**src/rtl/cic_integrator_decim.sv**
```systemverilog
// cic_integrator_decim: N-stage wrapping integrator cascade with decimate-by-R output strobe.
module cic_integrator_decim #(
  parameter int IW = 2,
  parameter int OW = 16,
  parameter int N  = 5,
  parameter int R  = 8
) (
  input  logic          i_clk,
  input  logic          i_rst_n,
  input  logic          i_ready,
  input  logic [IW-1:0] i_data,
  output logic [OW-1:0] o_data,
  output logic          o_ready
);
  localparam int CW = $clog2(R);
  logic [OW-1:0] acc_q [N];
  logic [OW-1:0] acc_d [N];
  logic [CW-1:0] cnt_q, cnt_d;
  logic [OW-1:0] o_data_q, o_data_d;
  logic          o_ready_q, o_ready_d;
  logic          last;
  assign last = i_ready && (cnt_q == CW'(R - 1));
  // every stage adds the pre-update value of its predecessor, so the cascade is pipelined
  always_comb begin
    acc_d = acc_q;
    if (i_ready) begin
      acc_d[0] = acc_q[0] + {{(OW-IW){i_data[IW-1]}}, i_data};
      for (int k = 1; k < N; k++) acc_d[k] = acc_q[k] + acc_q[k-1];
    end
    cnt_d     = !i_ready ? cnt_q : last ? '0 : cnt_q + CW'(1);
    o_data_d  = last ? acc_d[N-1] : o_data_q;
    o_ready_d = last;
  end
  always_ff @(posedge i_clk or negedge i_rst_n) begin
    if (!i_rst_n) begin
      for (int k = 0; k < N; k++) acc_q[k] <= '0;
      cnt_q     <= '0;
      o_data_q  <= '0;
      o_ready_q <= 1'b0;
    end else begin
      acc_q     <= acc_d;
      cnt_q     <= cnt_d;
      o_data_q  <= o_data_d;
      o_ready_q <= o_ready_d;
    end
  end
  assign o_data  = o_data_q;
  assign o_ready = o_ready_q;
endmodule

```
**config.mk**
```make
export PLATFORM = sky130hd
export DESIGN_NAME = cic_integrator_decim
export DESIGN_NICKNAME = d
export VERILOG_FILES = /design/src/rtl/cic_integrator_decim.sv
export SDC_FILE = /design/constraint.sdc
export NUM_CORES = 1
export LEC_CHECK = 0
export CAP_MARGIN = 20
export CORE_ASPECT_RATIO = 0.7
export CORE_UTILIZATION = 30
export CTS_CLUSTER_SIZE = 12
export DETAILED_ROUTE_END_ITERATION = 8
export GPL_TIMING_DRIVEN = 1
export PLACE_DENSITY = 0.5
export SLEW_MARGIN = 20
export SYNTH_ARGS = -nofsm -noshare
export SYNTH_HDL_FRONTEND = slang
export SYNTH_SLANG_ARGS = --single-unit
```
**constraint.sdc**
```tcl
create_clock -name i_clk -period 4.6 [get_ports i_clk]
set_input_delay 1.38 -clock i_clk [delete_from_list [all_inputs] [get_ports i_clk]]
set_output_delay 1.38 -clock i_clk [all_outputs]
set_load 0.03 [all_outputs]
```
* Yosys cells after proc, flatten, opt, wreduce, memory -nomap -nowiden
Cells that the tools add are included.
** Storage, ports and cells
- Bits in registers :: 100
- Output and inout port bits :: 17
** Cells by class
- Add/sub/neg operators :: 6
- Equal/unequal tests :: 1
- Mux-type cells :: 2
- Reductions and logical operators :: 1
** Operators with widths (number)
- $add A16 B16 Y16 :: 5
- $mux W16 :: 1
- $add A3 B1 Y3 const B :: 1
- $eq A3 B3 Y1 const B :: 1
- $mux W3 :: 1
- $logic_and A1 B1 Y1 :: 1

* Longest topological paths before layout
Gate-level depths: netlist of run 1.
- Word-level depth :: 3
- Mapped depth :: 9
- Depth with buffers taken out :: 9

* Worst setup path after synthesis of run 1
Ideal clock, no wire load.
- Kind :: input to register
- From :: input port i_data[0]
- To :: register acc_q[76] in the netlist's numbering
- Library setup time :: 0.120 ns
- Data arrival time :: 3.486 ns
- Required time :: 4.480 ns
- Setup slack :: 0.994 ns
- Stages :: 9
- Path buffers :: 0
- Path through :: ha_1 > fa_1 > a21o_1 > a21oi_1 > o21ai_1 > a41o_1 > o21ba_2 > or3_1 > a31o_2
** On the way
- Longest elaborated chain between the ends :: 1
** RTL lines
- start: declaration :: RTL line 11 : input logic [IW-1:0] i_data,
- $add A16 B16 Y16 :: RTL line 27 : acc_d[0] = acc_q[0] + {{(OW-IW){i_data[IW-1]}}, i_data};
- end signal: assignment :: RTL line 41 : acc_q <= acc_d;
- end: declaration :: RTL line 16 : logic [OW-1:0] acc_q [N];
Every way passes these cells.
A chain may end at the register's enable or synchronous reset.

* Worst setup path in the final report of run 1
- From :: input port i_data[1]
- To :: register acc_q[76] in the netlist's numbering
Same word-level chain as after synthesis.

==> results.tsv, run 1 <==
metric	value	unit
status	complete, no violations	
hold_path_class	register to register	
layout-drive-gt1-share	15.3	%
maxCapViolCount	0	
grt_first_pass_wirelength	25300	um
synth_xor_xnor_area_share	7.80	%
critPathArrivalTime	4230	ps
place_area	7680	um^2
wl_met1	8810	um
area_growth	12.3	%
synthSimpleGateAreaFrac	9.78	%
timing.final.crit_share	86.5	%
min_period	3980	ps
ctsHoldBuffers	0	
vias	5103	
clk-insertion-delay-late	350	ps
crit_required	4850	ps
syn-cell-area	7080	um^2
clk_pin_slew	70	ps
synthArstFlopShare	100	%
post_cts_buffers	0	
wl	14800	um
worst_pin_slew	673	ps
track_usage	13.3	%
critical_path.max_fanout	16	
fin_ws	621	ps
io_buffers	21	
numCtsBuffers	9	
row_count	46	
drc	0	
synthFlopType	dfrtp_1	
dieArea	24200	um^2
synth-edff-count	0	
chipHeight	131	um
cts_sinks	100	
ctsLongestPathBuffers	2	
synthesis.nets	767	
gp_congestion	0.787	
h-tree-depth	3	
cts_resized	0	
wl_met2	5360	um
antenna_found_initial	0	
synth_compound_area_share	18.4	%
setup_tns	0	ps
wl_met3	501	um
die_x	186	um
syn_avg_cell_area	10.4	um^2
cts-root-buf	clkbuf_16	
ant_nets	0	
yosysSeqAreaShare	35.4	%
fillCellCount	2357	
final.setup_skew	7.62	ps
yosys_warnings	0	
setup_viol	0	
rsz0062_at_grt	false	
drv_slew	0	
crit_type	primary input to register	
ys_ff_latch	100	
hpwlAfterDp	11000	um
synth_adder_area_share	15.0	%
cts_tree	done	
num-nets-final	793	
cp-end-kind	register	
dpl_worst_slack	247	ps
fin_util	34.7	%
core	22900	um^2
start_util	30.9	%
grt_pass1_vias	4808	
fmax	251	MHz
topRoutingLayerUsed	met4	
via_per_inst	4.99	
postSynthCellCount	680	
final_area	7950	um^2
grt_overflow_total	0	
ioPinCount	22	
antenna_cells	0	
grt_max_degree	55	
worst_setup_path_start_kind	primary input	
relSlewSlack	55.1	%
synth_cell_types	57	
firstDrtPassIters	5	
wire_per_inst	14.5	um
synth_top_family_by_area	compound AO/OA/AOI/OAI gates	
first_iter_violations	229	
finalHoldViolCount	0	
synthMuxAreaShare	12.0	%
==> path summary, 6_finish.rpt <==
check	endpoint	from	slack [ps]	cells past startpoint
min in group asynchronous	o_data[15]$_DFFE_PN0P_	i_rst_n	1060	1
worst min register to register	acc_q[79]$_DFFE_PN0P_	acc_q[79]$_DFFE_PN0P_	490	1
worst max-delay path	acc_q[76]$_DFFE_PN0P_	i_data[1]	620	10
worst min-delay path	acc_q[79]$_DFFE_PN0P_	acc_q[79]$_DFFE_PN0P_	490	1
worst max register to register	acc_q[62]$_DFFE_PN0P_	acc_q[48]$_DFFE_PN0P_	1540	9
max in group asynchronous	acc_q[69]$_DFFE_PN0P_	i_rst_n	2660	2
==> synthesized netlist by cell type (all sizes together), types with 3 or more instances <==
cell	count	area [um^2]
o21a	6	45.0
nor3	11	55.1
buf	6	22.5
ha	77	963
o311ai	5	43.8
clkbuf	8	30.0
a31o	3	26.3
mux2	72	811
and3	5	31.3
fa	5	100
nor4	6	37.5
nand4	7	43.8
inv	16	60.1
a41oi	3	33.8
a211oi	11	82.6
a31oi	6	37.5
mux2i	4	40.0
nand2b	6	37.5
a21oi	53	265
nand2	26	97.6
nor2	32	120
or3	7	43.8
xnor2	45	394
dfrtp	100	2500
a221oi	3	26.3
nor2b	10	62.6
nand3	5	25.0
or2	4	25.0
and4	6	52.6
xor2	18	158
o21ai	41	205
o21bai	12	93.8
a21o	35	263
==> flip-flops by register name (all words and copies together), names as in the netlist <==
signal	count
o_ready	1
o_data	16
cnt_q	3
acc_q	80
==> cell type report <==
cell class / instances / area (um^2) / share of cell area [%]
flip-flops and latches: 100 / 2500 / 31.5
repair buffers: 29 / 265 / 3.34
multi-input cells: 549 / 4460 / 56.1
inverters: 17 / 63.8 / 0.803
clock inverters: 5 / 27.5 / 0.346
well taps: 312 / 390 / 4.91
clock buffers: 11 / 243 / 3.05
==> cell usage in the layout (no fill, tap or decap), types with 3 or more instances in the layout <==
master,netlist,layout
a31o_2,3,3
a211oi_1,11,11
or3_1,7,7
a21oi_1,53,53
o21ai_1,4,4
mux2_2,72,72
or2_2,4,4
and3_1,5,5
a21o_1,35,35
nand2b_1,6,6
nor2_1,32,32
nand4_1,7,7
ha_1,77,77
clkbuf_16,0,9
and4_1,6,6
o21a_1,6,6
o311ai_1,3,3
xor2_1,18,18
nor4_1,6,6
inv_1,16,16
clkdlybuf4s50_1,0,19
nor2b_1,10,10
dfrtp_1,100,100
nand3_1,5,5
o21ai_0,37,37
a31oi_1,6,6
a221oi_1,3,3
fa_1,5,5
xnor2_1,45,45
clkinv_2,0,4
o21bai_1,11,11
nand2_1,26,26
buf_4,0,10
mux2i_1,4,4
nor3_1,11,11
==> cells by family after synthesis <==
logic type               Yosys count
multiplexers                      76
AND/OR/NAND/NOR                  133
XOR/XNOR                          63
adder cells (fa/ha/maj)           82
flip-flops                       100
buffers and inverters             31
AO/OA/AOI/OAI                    195
==> layer usage <==
metal	vias to the layer above	global-route usage [%]
met5	-	0
met4	0	3.42
met3	14	3.02
met2	74	17.1
met1	2395	21.5
li1	2620	-
==> metrics by stage <==
stage / hold WS [ps] / std cells
global placement: 475 / 1007
global route: 523 / 1023
CTS: 496 / 1023
floorplan: 459 / 680
finish: 488 / 1023
detailed placement: 486 / 1007
==> worst max-delay path, stage by stage <==
cell	delay (ps)
clkdlybuf4s50_1	680
buf_4	300
ha_1	330
o21a_1	220
o21ai_0	160
nand2b_1	90
a41o_1	300
o21ba_2	210
or3_1	300
a31o_2	240
Power of run 1 is left out: the tool's default activity adds up to more than one toggle a clock period on the data nets, which glitch-free logic cannot reach.
==> run 2: changes to the inputs <==
Settings changed: CELL_PAD_IN_SITES_DETAIL_PLACEMENT from default to 0, CELL_PAD_IN_SITES_GLOBAL_PLACEMENT from default to 1, PLACE_DENSITY 0.5 to 0.58.
==> results.tsv, run 2 (synthesis gave the netlist of run 1 again) <==
metric	value	unit	change
setup_tns	0	ps	unchanged
status	complete, no violations		
ctsHoldBuffers	0		unchanged
hold_path_class	register to register		
setup_viol	0		unchanged
antenna_found_initial	0		unchanged
cts_sinks	100		unchanged
rsz0062_at_grt	false		
cts_tree	done		
path_cells	clkdlybuf4s50_1, buf_4, fa_1, a21o_1, a21oi_1, o21ai_1, a41o_1, o21ba_2, or3_1, a31o_2		
finalHoldViolCount	0		unchanged
hpwlAfterDp	11200	um	+1.6%
via_per_inst	4.94		-0.88%
worst_setup_path_start_kind	primary input		
io_buffers	21		unchanged
ctsLongestPathBuffers	2		unchanged
r2r_cells	9		unchanged
clk_pin_slew	70	ps	about the same
largest_register_ffs	80		unchanged
crit_required	4860	ps	about the same
holdPathStages	2		+1
grt_first_pass_wirelength	25800	um	+2.0%
chipHeight	131	um	unchanged
wire_per_inst	14.9	um	+3.0%
cts_resized	0		unchanged
row_count	46		unchanged
cp-end-kind	register		
critPathArrivalTime	4170	ps	-60 ps
relSlewSlack	46.3	%	-8.8 points
cpPeakStageDelay	460	ps	-220 ps
area_growth	12.3	%	about the same
start_util	30.9	%	unchanged
layout_common_cells	dfrtp_1, ha_1, mux2_2, a21oi_1, xnor2_1		
antenna_cells	0		unchanged
final_common_cell	dfrtp_1		
critical_path.max_fanout	10		-6
firstDrtPassIters	4		-1
clk-insertion-delay-late	360	ps	about the same
layout-drive-gt1-share	15.1	%	-0.24 points
timing.final.crit_share	85.1	%	-1.4 points
fillCellCount	2344		-0.55%
final.setup_skew	11.6	ps	+3.99 ps
worst_pin_slew	805	ps	+132 ps
grt_pass1_vias	4983		+3.6%
hold_slack	487	ps	-0.996 ps
crit_slowest_cell	fa_1		
drv_slew	0		unchanged
regMostFlops	acc_q		
h-tree-depth	3		unchanged
grt_max_degree	68		+24%
ioPinCount	22		unchanged
grt_overflow_total	0		unchanged
numCtsBuffers	9		unchanged
maxCapViolCount	0		unchanged
drc	0		unchanged
dieArea	24200	um^2	unchanged
num-nets-final	791		-0.25%
core	22900	um^2	unchanged
post_cts_buffers	0		unchanged
first_iter_violations	321		+40%
ant_nets	0		unchanged
track_usage	13.6	%	+0.32 points
min_period	3910	ps	-66.4 ps
fmax	256	MHz	+1.7%
gp_congestion	0.858		+9.0%
crit_type	primary input to register		
cts-root-buf	clkbuf_16		
vias	5048		-1.1%
wl	15200	um	+2.8%
die_x	186	um	unchanged
[run 2: cell count changes in the layout (fill, tap and decap cells not counted), sizes merged]
cell	before	now
clkinv	5	4
inv	16	17
clkbuf	11	10
buf	10	8
clkinvlp	1	2
[run 2: metal layers]
| layer | global-route usage [%] | wire, um | up-vias |
|---|---|---|---|
| met5 | 0 | 0 | - |
| met4 | 3.23 | 136 | 0 |
| met3 | 3.35 | 654 | 9 |
| met2 | 19.1 | 5930 | 54 |
| met1 | 20.7 | 8510 | 2388 |
| li1 | - | - | 2597 |
[run 2: worst max-delay path, delay by kind of cell]
kind,cells,cell delay [ps]
compound gates,6,1410
buf+inv,2,600
fa+ha+maj,1,460
simple gates,1,300
[run 2: layout make-up]
| type | count | area (um^2) | share of cell area (%) |
|---|---|---|---|
| inverters | 17 | 63.8 | 0.803 |
| repair buffers | 27 | 263 | 3.31 |
| clock buffers | 10 | 229 | 2.88 |
| well taps | 312 | 390 | 4.91 |
| multi-input cells | 549 | 4460 | 56.1 |
| flip-flops and latches | 100 | 2500 | 31.5 |
| clock inverters | 6 | 38.8 | 0.488 |
[run 2: per-stage QoR]
step	area, um^2	setup slack [ps]	std cells	utilization [%]
2_1_floorplan	7080	994	680	-
3_3_place_gp	7680	324	1005	33.5
3_5_place_dp	7680	319	1005	33.5
4_1_cts	7950	691	1021	34.7
5_1_grt	7950	517	1021	34.7
6_report	7950	687	1021	34.7
[run 2: worst paths after layout]
kind | from | end | slack, ps
max | i_data[1] | acc_q[76]$_DFFE_PN0P_ | 690
min | o_data[15]$_DFFE_PN0P_ | o_data[15]$_DFFE_PN0P_ | 490
max reg2reg | acc_q[16]$_DFFE_PN0P_ | acc_q[14]$_DFF_PN0_ | 1490
min reg2reg | o_data[15]$_DFFE_PN0P_ | o_data[15]$_DFFE_PN0P_ | 490
max in group asynchronous | i_rst_n | acc_q[66]$_DFFE_PN0P_ | 2810
min in group asynchronous | i_rst_n | o_ready$_DFF_PN0_ | 1070
Power of run 2 is left out for the same reason.
